$ cat config.mk
export PLATFORM = sky130hd
export DESIGN_NAME = flow_ctrl_unit
export DESIGN_NICKNAME = d
export VERILOG_FILES = /design/src/rtl/flow_ctrl_unit.sv
export SDC_FILE = /design/constraint.sdc
export NUM_CORES = 1
export LEC_CHECK = 0
export CORE_ASPECT_RATIO = 1.75
export CORE_MARGIN = 2
export CORE_UTILIZATION = 54
export CTS_BUF_LIST = sky130_fd_sc_hd__clkbuf_4
export CTS_CLUSTER_SIZE = 24
export DETAILED_ROUTE_END_ITERATION = 8
export GPL_TIMING_DRIVEN = 1
export PLACE_DENSITY = 0.92
export SLEW_MARGIN = 15
export SYNTH_ARGS = -nofsm -noshare
export SYNTH_HDL_FRONTEND = slang
export SYNTH_SLANG_ARGS = --single-unit
$ cat constraint.sdc
create_clock -name clk -period 3.2 [get_ports clk]
set_input_delay 0.64 -clock clk [delete_from_list [all_inputs] [get_ports clk]]
set_output_delay 0.64 -clock clk [all_outputs]
set_load 0.01 [all_outputs]
$ cat src/rtl/flow_ctrl_unit.sv
// Control-flow unit: return-address stack for call/ret plus a single hardware
// loop counter. The jump outputs are combinational so the sequencer can redirect
// in the same cycle as the strobe. All state updates on the following clock edge.
module flow_ctrl_unit #(
  parameter int DEPTH = 4,
  parameter int AW    = 8
) (
  input  logic          clk,
  input  logic          reset,
  input  logic [AW-1:0] pc,
  input  logic          call,
  input  logic          ret,
  input  logic          loop_load,
  input  logic [7:0]    loop_cnt,
  input  logic          loop_end,
  input  logic [3:0]    target,
  input  logic          clr_err,
  output logic          jmp,
  output logic          jmp_nz,
  output logic          dont_jmp,
  output logic [AW-1:0] jmp_addr,
  output logic [4:0]    depth,
  output logic          full,
  output logic          empty,
  output logic          ovf,
  output logic          unf
);

  localparam int IW = (DEPTH > 1) ? $clog2(DEPTH) : 1;

  logic [AW-1:0] stack [DEPTH];
  logic [4:0]    sp;
  logic [7:0]    lc;

  logic [AW-1:0] call_addr;
  logic [IW-1:0] push_idx;
  logic [IW-1:0] top_idx;
  logic          do_push;
  logic          do_pop;
  logic          loop_sel;
  logic          ovf_set;
  logic          unf_set;

  assign depth     = sp;
  assign full      = (sp == 5'(DEPTH));
  assign empty     = (sp == '0);
  assign call_addr = AW'({target, 4'h0});

  // When full, the push is not taken, so truncating sp here never aliases.
  assign push_idx  = IW'(sp);
  assign top_idx   = IW'(sp - 5'd1);

  // Strobe arbitration: call beats ret, ret beats loop_end.
  always_comb begin
    do_push  = call & ~full;
    ovf_set  = call & full;
    do_pop   = ~call & ret & ~empty;
    unf_set  = ~call & ret & empty;
    loop_sel = ~call & ~ret & loop_end;
  end

  // Combinational jump request to the sequencer, forced quiet during reset.
  always_comb begin
    jmp      = 1'b0;
    jmp_nz   = 1'b0;
    dont_jmp = 1'b0;
    jmp_addr = '0;
    if (!reset) begin
      if (do_push) begin
        jmp      = 1'b1;
        jmp_addr = call_addr;
      end else if (do_pop) begin
        jmp      = 1'b1;
        jmp_addr = stack[top_idx];
      end else if (loop_sel) begin
        jmp_nz   = 1'b1;
        jmp_addr = call_addr;
        dont_jmp = (lc <= 8'd1);
      end
    end
  end

  // Return-address storage; popped entries are left in place.
  always_ff @(posedge clk or posedge reset) begin
    if (reset) begin
      for (int unsigned i = 0; i < DEPTH; i++) stack[i] <= '0;
    end else if (do_push) begin
      stack[push_idx] <= pc + AW'(1);
    end
  end

  // Stack pointer and sticky error flags; a new error beats clr_err.
  always_ff @(posedge clk or posedge reset) begin
    if (reset) begin
      sp  <= '0;
      ovf <= 1'b0;
      unf <= 1'b0;
    end else begin
      if (do_push)     sp <= sp + 5'd1;
      else if (do_pop) sp <= sp - 5'd1;
      ovf <= ovf_set | (ovf & ~clr_err);
      unf <= unf_set | (unf & ~clr_err);
    end
  end

  // Loop counter; a load overrides the decrement from a coincident loop_end.
  always_ff @(posedge clk or posedge reset) begin
    if (reset) begin
      lc <= '0;
    end else if (loop_load) begin
      lc <= loop_cnt;
    end else if (loop_sel) begin
      lc <= (lc > 8'd1) ? lc - 8'd1 : '0;
    end
  end

endmodule
# Word-level counts from Yosys, hierarchy flattened
# Cells that the tools add are included.
[totals]
ff_bits = 47
out_inout_bits = 20
input_bits = 27
[classes]
mux = 26
n_lt_le_gt_ge = 5
reduce_logical = 4
eq_ne = 1
bitwise_logic = 18
n_addsub = 4
[ops]
columns = ["op", "n"]
rows = [
  ["2-to-1 mux 8 bit", 10],
  ["bitwise mux 32 bit", 1],
  ["binary-select mux 8 bit (select 2 bit)", 1],
  ["demux 8 bit (select 2 bit)", 1],
  ["2-to-1 mux 1 bit", 11],
  ["2-to-1 mux 5 bit", 2],
  ["AND 1 bit", 9],
  ["adder 8 x 1 -> 8 bit, second input constant", 1],
  ["> comparator 8 x 1 -> 1 bit, second input constant", 1],
  ["<= comparator 8 x 1 -> 1 bit, second input constant", 1],
  ["subtractor 8 x 1 -> 8 bit, second input constant", 1],
  ["greater-or-equal comparator 3 bit, second input constant", 2],
  ["NOT 2 -> 3 bit", 2],
  ["adder 5 x 1 -> 5 bit, second input constant", 1],
  ["== test 5 x 3 -> 1 bit, second input constant", 1],
  ["zero test 5 bit", 1],
  ["NOT 1 bit", 5],
  ["subtractor 5 x 1 -> 5 bit, second input constant", 1],
  ["nonzero test 2 bit", 2],
  ["< comparator 3 x 1 -> 1 bit, second input constant", 1],
  ["bitwise OR 1 bit", 2],
  ["logical AND 1 bit", 1],
]

# Logic depth before layout (Yosys ltp)
[logic_depth]
depth_word = 8
mapped_depth = 8

# Worst setup path after synthesis
# OpenSTA, ideal clock, no wires.
[synth_timing]
path_type = "register to output"
start = "reg sp[0], in the netlist depth[0]"
end = "out jmp_addr[5]"
stages_incl_launch_ff = 7
arrival_time_ns = 2.247
slack_ns = 0.313
path_cell_list = "dfrtp_1 buf_1 inv_1 ha_1 buf_2 mux4_2 a22o_1"
[synth_between]
elab_chain_cells = 8
word_cells_on_any_way = 14
[synth_rtl]
columns = ["item", "line_no", "rtl"]
rows = [
  ["start, declared", "32", "logic [4:0] sp;"],
  ["start signal, assigned", "99", "if (do_push) sp <= sp + 5'd1;"],
  ["start signal, assigned", "100", "else if (do_pop) sp <= sp - 5'd1;"],
  ["subtractor 5 x 1 -> 5 bit", "--", ""],
  ["net top_idx[0]", "37", "logic [IW-1:0] top_idx;"],
  ["NOT 2 -> 3 bit (implied by the code)", "74", "jmp_addr = stack[top_idx];"],
  ["binary-select mux 8 bit (select 2 bit)", "74", ""],
  ["2-to-1 mux 8 bit (implied by the code) (2 in a row)", "74", ""],
  ["2-to-1 mux 8 bit", "72", "end else if (do_pop) begin"],
  ["2-to-1 mux 8 bit", "69", "if (do_push) begin"],
  ["2-to-1 mux 8 bit", "68", "if (!reset) begin"],
  ["end, declared", "21", "output logic [AW-1:0] jmp_addr,"],
]
# The timed path passes the listed nets, and every way through them passes these cells. The select of a mux whose other input is x is not followed.

# Worst setup path after layout
[layout_timing]
start = "in call"
end = "out jmp_addr[5]"
[layout_between]
elab_chain_cells = 7
word_cells_on_any_way = 10
[layout_rtl]
columns = ["item", "line_no", "rtl"]
rows = [
  ["start, declared", "11", "input logic call,"],
  ["NOT 1 bit", "57, 59", ""],
  ["AND 1 bit (2 in a row)", "59", "loop_sel = ~call & ~ret & loop_end;"],
  ["2-to-1 mux 8 bit", "75", "end else if (loop_sel) begin"],
  ["2-to-1 mux 8 bit", "72", ""],
  ["2-to-1 mux 8 bit *", "69", ""],
  ["2-to-1 mux 8 bit *", "68", ""],
]
# Every way passes the cells marked *; elsewhere a longest branch is shown, timed or not.

==> qor.yml <==
crit_path_start_kind: "primary input"
numPortBuffers: 46
cts_buffer_depth: 2
fin_crit_sh: 0.999
ant_nets: 0
ys_ff_latch: 47
io_pins: 47
cellPowerDensity_nw_per_um2: 757
h-tree-depth: 2
cp_cell_sequence: "clkdlybuf4s50_1, or3b_1, a21oi_2, a22o_1, clkdlybuf4s50_1"
clk_pin_slew_ps: 130
rr_worst_depth: 5
layout_setup_ws_ps: 4.22
stdcell_count: 357
setup_viol: 0
cts_tree: "yes"
drcViolationCount: 0
dp_cells: 348
whs_endpoint: "stack[24]$_DFFE_PP0P_"
grt_max_degree: 17
regArea_um2: 1180
start_util: 0.566
status: "completed"
cp.arrival_ps: 2560
die_w_um: 55.6
worst_slew_pin_slew_ps: 595
netlist_top_cells_area: "dfrtp_1 47%, mux4_2 7.2%, o21ai_0 6.8%"
viasPerCell: 5.81
hold_start: "stack[24]$_DFFE_PP0P_"
drv_cap: 0
core_um2: 4440
ys_seq_area_frac: 0.467
placement_rows: 32
relSlewSlack: 0.602
slowest_stage: "clkdlybuf4s50_1"
drive_gt1_frac: 0.167
grtUsageTotal: 0.232
routabilityCongestion: 0.871
timing.rr.end: "stack[1]$_DFFE_PP0P_"
cts-buffers-inserted: 5
timing.critical_path.mode_cell: "clkdlybuf4s50_1"
wirelength_um: 5820
final_nets: 340
period_needed_ps: 3200
cp_max_fo: 4
place_ws_ps: -44.1
synth_fp_nets: 282
area_growth_pct: 27.3
grt_overflow_total: 0
grt_first_pass_wirelength_um: 9460
synth_ff_type: "dfrtp_1"
yosysTopAreaCellShare: 0.467
reg2reg_from: "depth[0]$_DFFE_PP0N_"
dpl.hpwl_um: 4350
drt-initial-drc-count: 91
clock_sinks: 47
clk_latency_ps: 360
dr.pass1.iters: 4
cts-hold-fix-buffers: 0
hold_path_class: "flip-flop to flip-flop"
postLayoutCoreUtil: 0.721
syn_area_um2: 2520
regToRegSetupSlack_ps: 1190
ys_types: 51
worst_setup_path_end_kind: "primary output"
fmax_mhz: 313
total_power_mw: 2.43
maxSlewViolCount: 0
final_hold_viol_count: 0
syn_avg_cell_area_um2: 10.2
worst_ep_required_time_ps: 2560
synthCells: 247
crit_type: "primary input to primary output"
synth_warnings: 0
grt_pass1_vias: 2072
ir_drop_mv: 0.620
diodes: 0
post_drt_wl_per_cell_um: 16.3
dieArea_um2: 5250
critPathMaxStageDelay_ps: 540
clock_skew_ps: 10.9
antenna_found_initial: 0
hold-path-cell-count: 2
nFillCells: 325
via_count: 2074
multiInputGateArea_um2: 1280
synth_edf_count: 0
root_buffer: "clkbuf_4"
die_h_um: 94.3
ys_async_sr_fraction: 1.00
leakage_nw: 1.43
yosysTopAreaCell: "dfrtp_1"
power breakdown:
group	leakage (nW)	total (mW)	switching [mW]	internal [mW]
sequential	0.582	0.982	0.154	0.828
combinational	0.822	1.16	0.530	0.626
clock	0.0278	0.288	0.200	0.0883
how the worst max path moves through the flow:
stage,start,to,slack (ps),cells past startpoint
after floorplan,depth[0]$_DFFE_PP0N_,jmp_addr[5],310,6
after global placement,call,jmp_addr[5],-5,5
after detailed placement,call,jmp_addr[5],-40,5
after CTS,call,jmp_addr[4],1,6
after global routing,call,jmp_addr[7],-40,5
final,call,jmp_addr[5],4,5
per-layer routing:
layer / part of all wire / track usage / vias to the layer above
li1: - / - / 990
met1: 0.37 / 0.260 / 997
met2: 0.56 / 0.415 / 69
met3: 0.038 / 0.0344 / 18
met4: 0.034 / 0.132 / 0
met5: 0 / 0 / -
cell usage after synthesis, drive strengths merged, types with 5 or more instances:
cell / instances
xnor2: 6
a21oi: 6
dfrtp: 47
nand2: 44
ha: 8
buf: 8
o21ai: 36
mux4: 8
inv: 11
nor2: 11
nand3: 10
and3: 5
cells by family (layout without fill, tap and decap cells):
kind of cell               Yosys count  count (layout)  synth area share
DFF                                 47              47             0.467
buffers and inverters               20              79            0.0368
xor gates and xnor gates            10              10            0.0348
and+or+nand+nor                     88              88             0.175
adders and majority gates            8               8            0.0398
muxes                               14              14            0.0974
AOI/OAI and AO/OA                   60              60             0.149
worst max-delay path: cells and delay by family:
kind                   cells  cell delay, ps
and+or+nand+nor            1             470
buffers and inverters      2            1030
AOI/OAI and AO/OA          2             410
through the flow:
stage	hold slack (ps)	cell area, um^2	setup TNS [ps]
finish	496	3200	0
floorplan	445	2520	0
global route	522	3200	-161
CTS	498	3170	0
detailed placement	467	3090	-98.9
global placement	458	3090	-7.60
timing repair:
action	in CTS	in global routing
pin swaps	0	1
buffers inserted	0	1
endpoints found under the setup margin	8	9
resized for setup	3	9
state kept, by name (all words and copies together) (netlist names):
register  cells
stack        32
lc            8
depth         5
ovf           1
unf           1
placed cells by master (no fill, tap or decap), types with 4 or more instances in the layout:
master,n
inv_1,8
mux4_2,8
ha_1,7
mux2_2,4
buf_4,13
xnor2_1,6
clkdlybuf4s50_1,43
nor2_1,8
o21ai_0,34
nand2_1,43
xor2_1,4
clkbuf_4,5
dfrtp_1,47
and3_1,5
nand3_1,10
a21oi_1,5
cell type report:
cell class                 instances  area share
clock buffer                       5      0.0117
clock inverter                     3     0.00742
inverter                          11      0.0129
multi-input combinational        180       0.401
sequential                        47       0.367
tap                               51      0.0199
timing repair buffer              60       0.180
No activity file was read; power rests on OpenSTA's default activity.
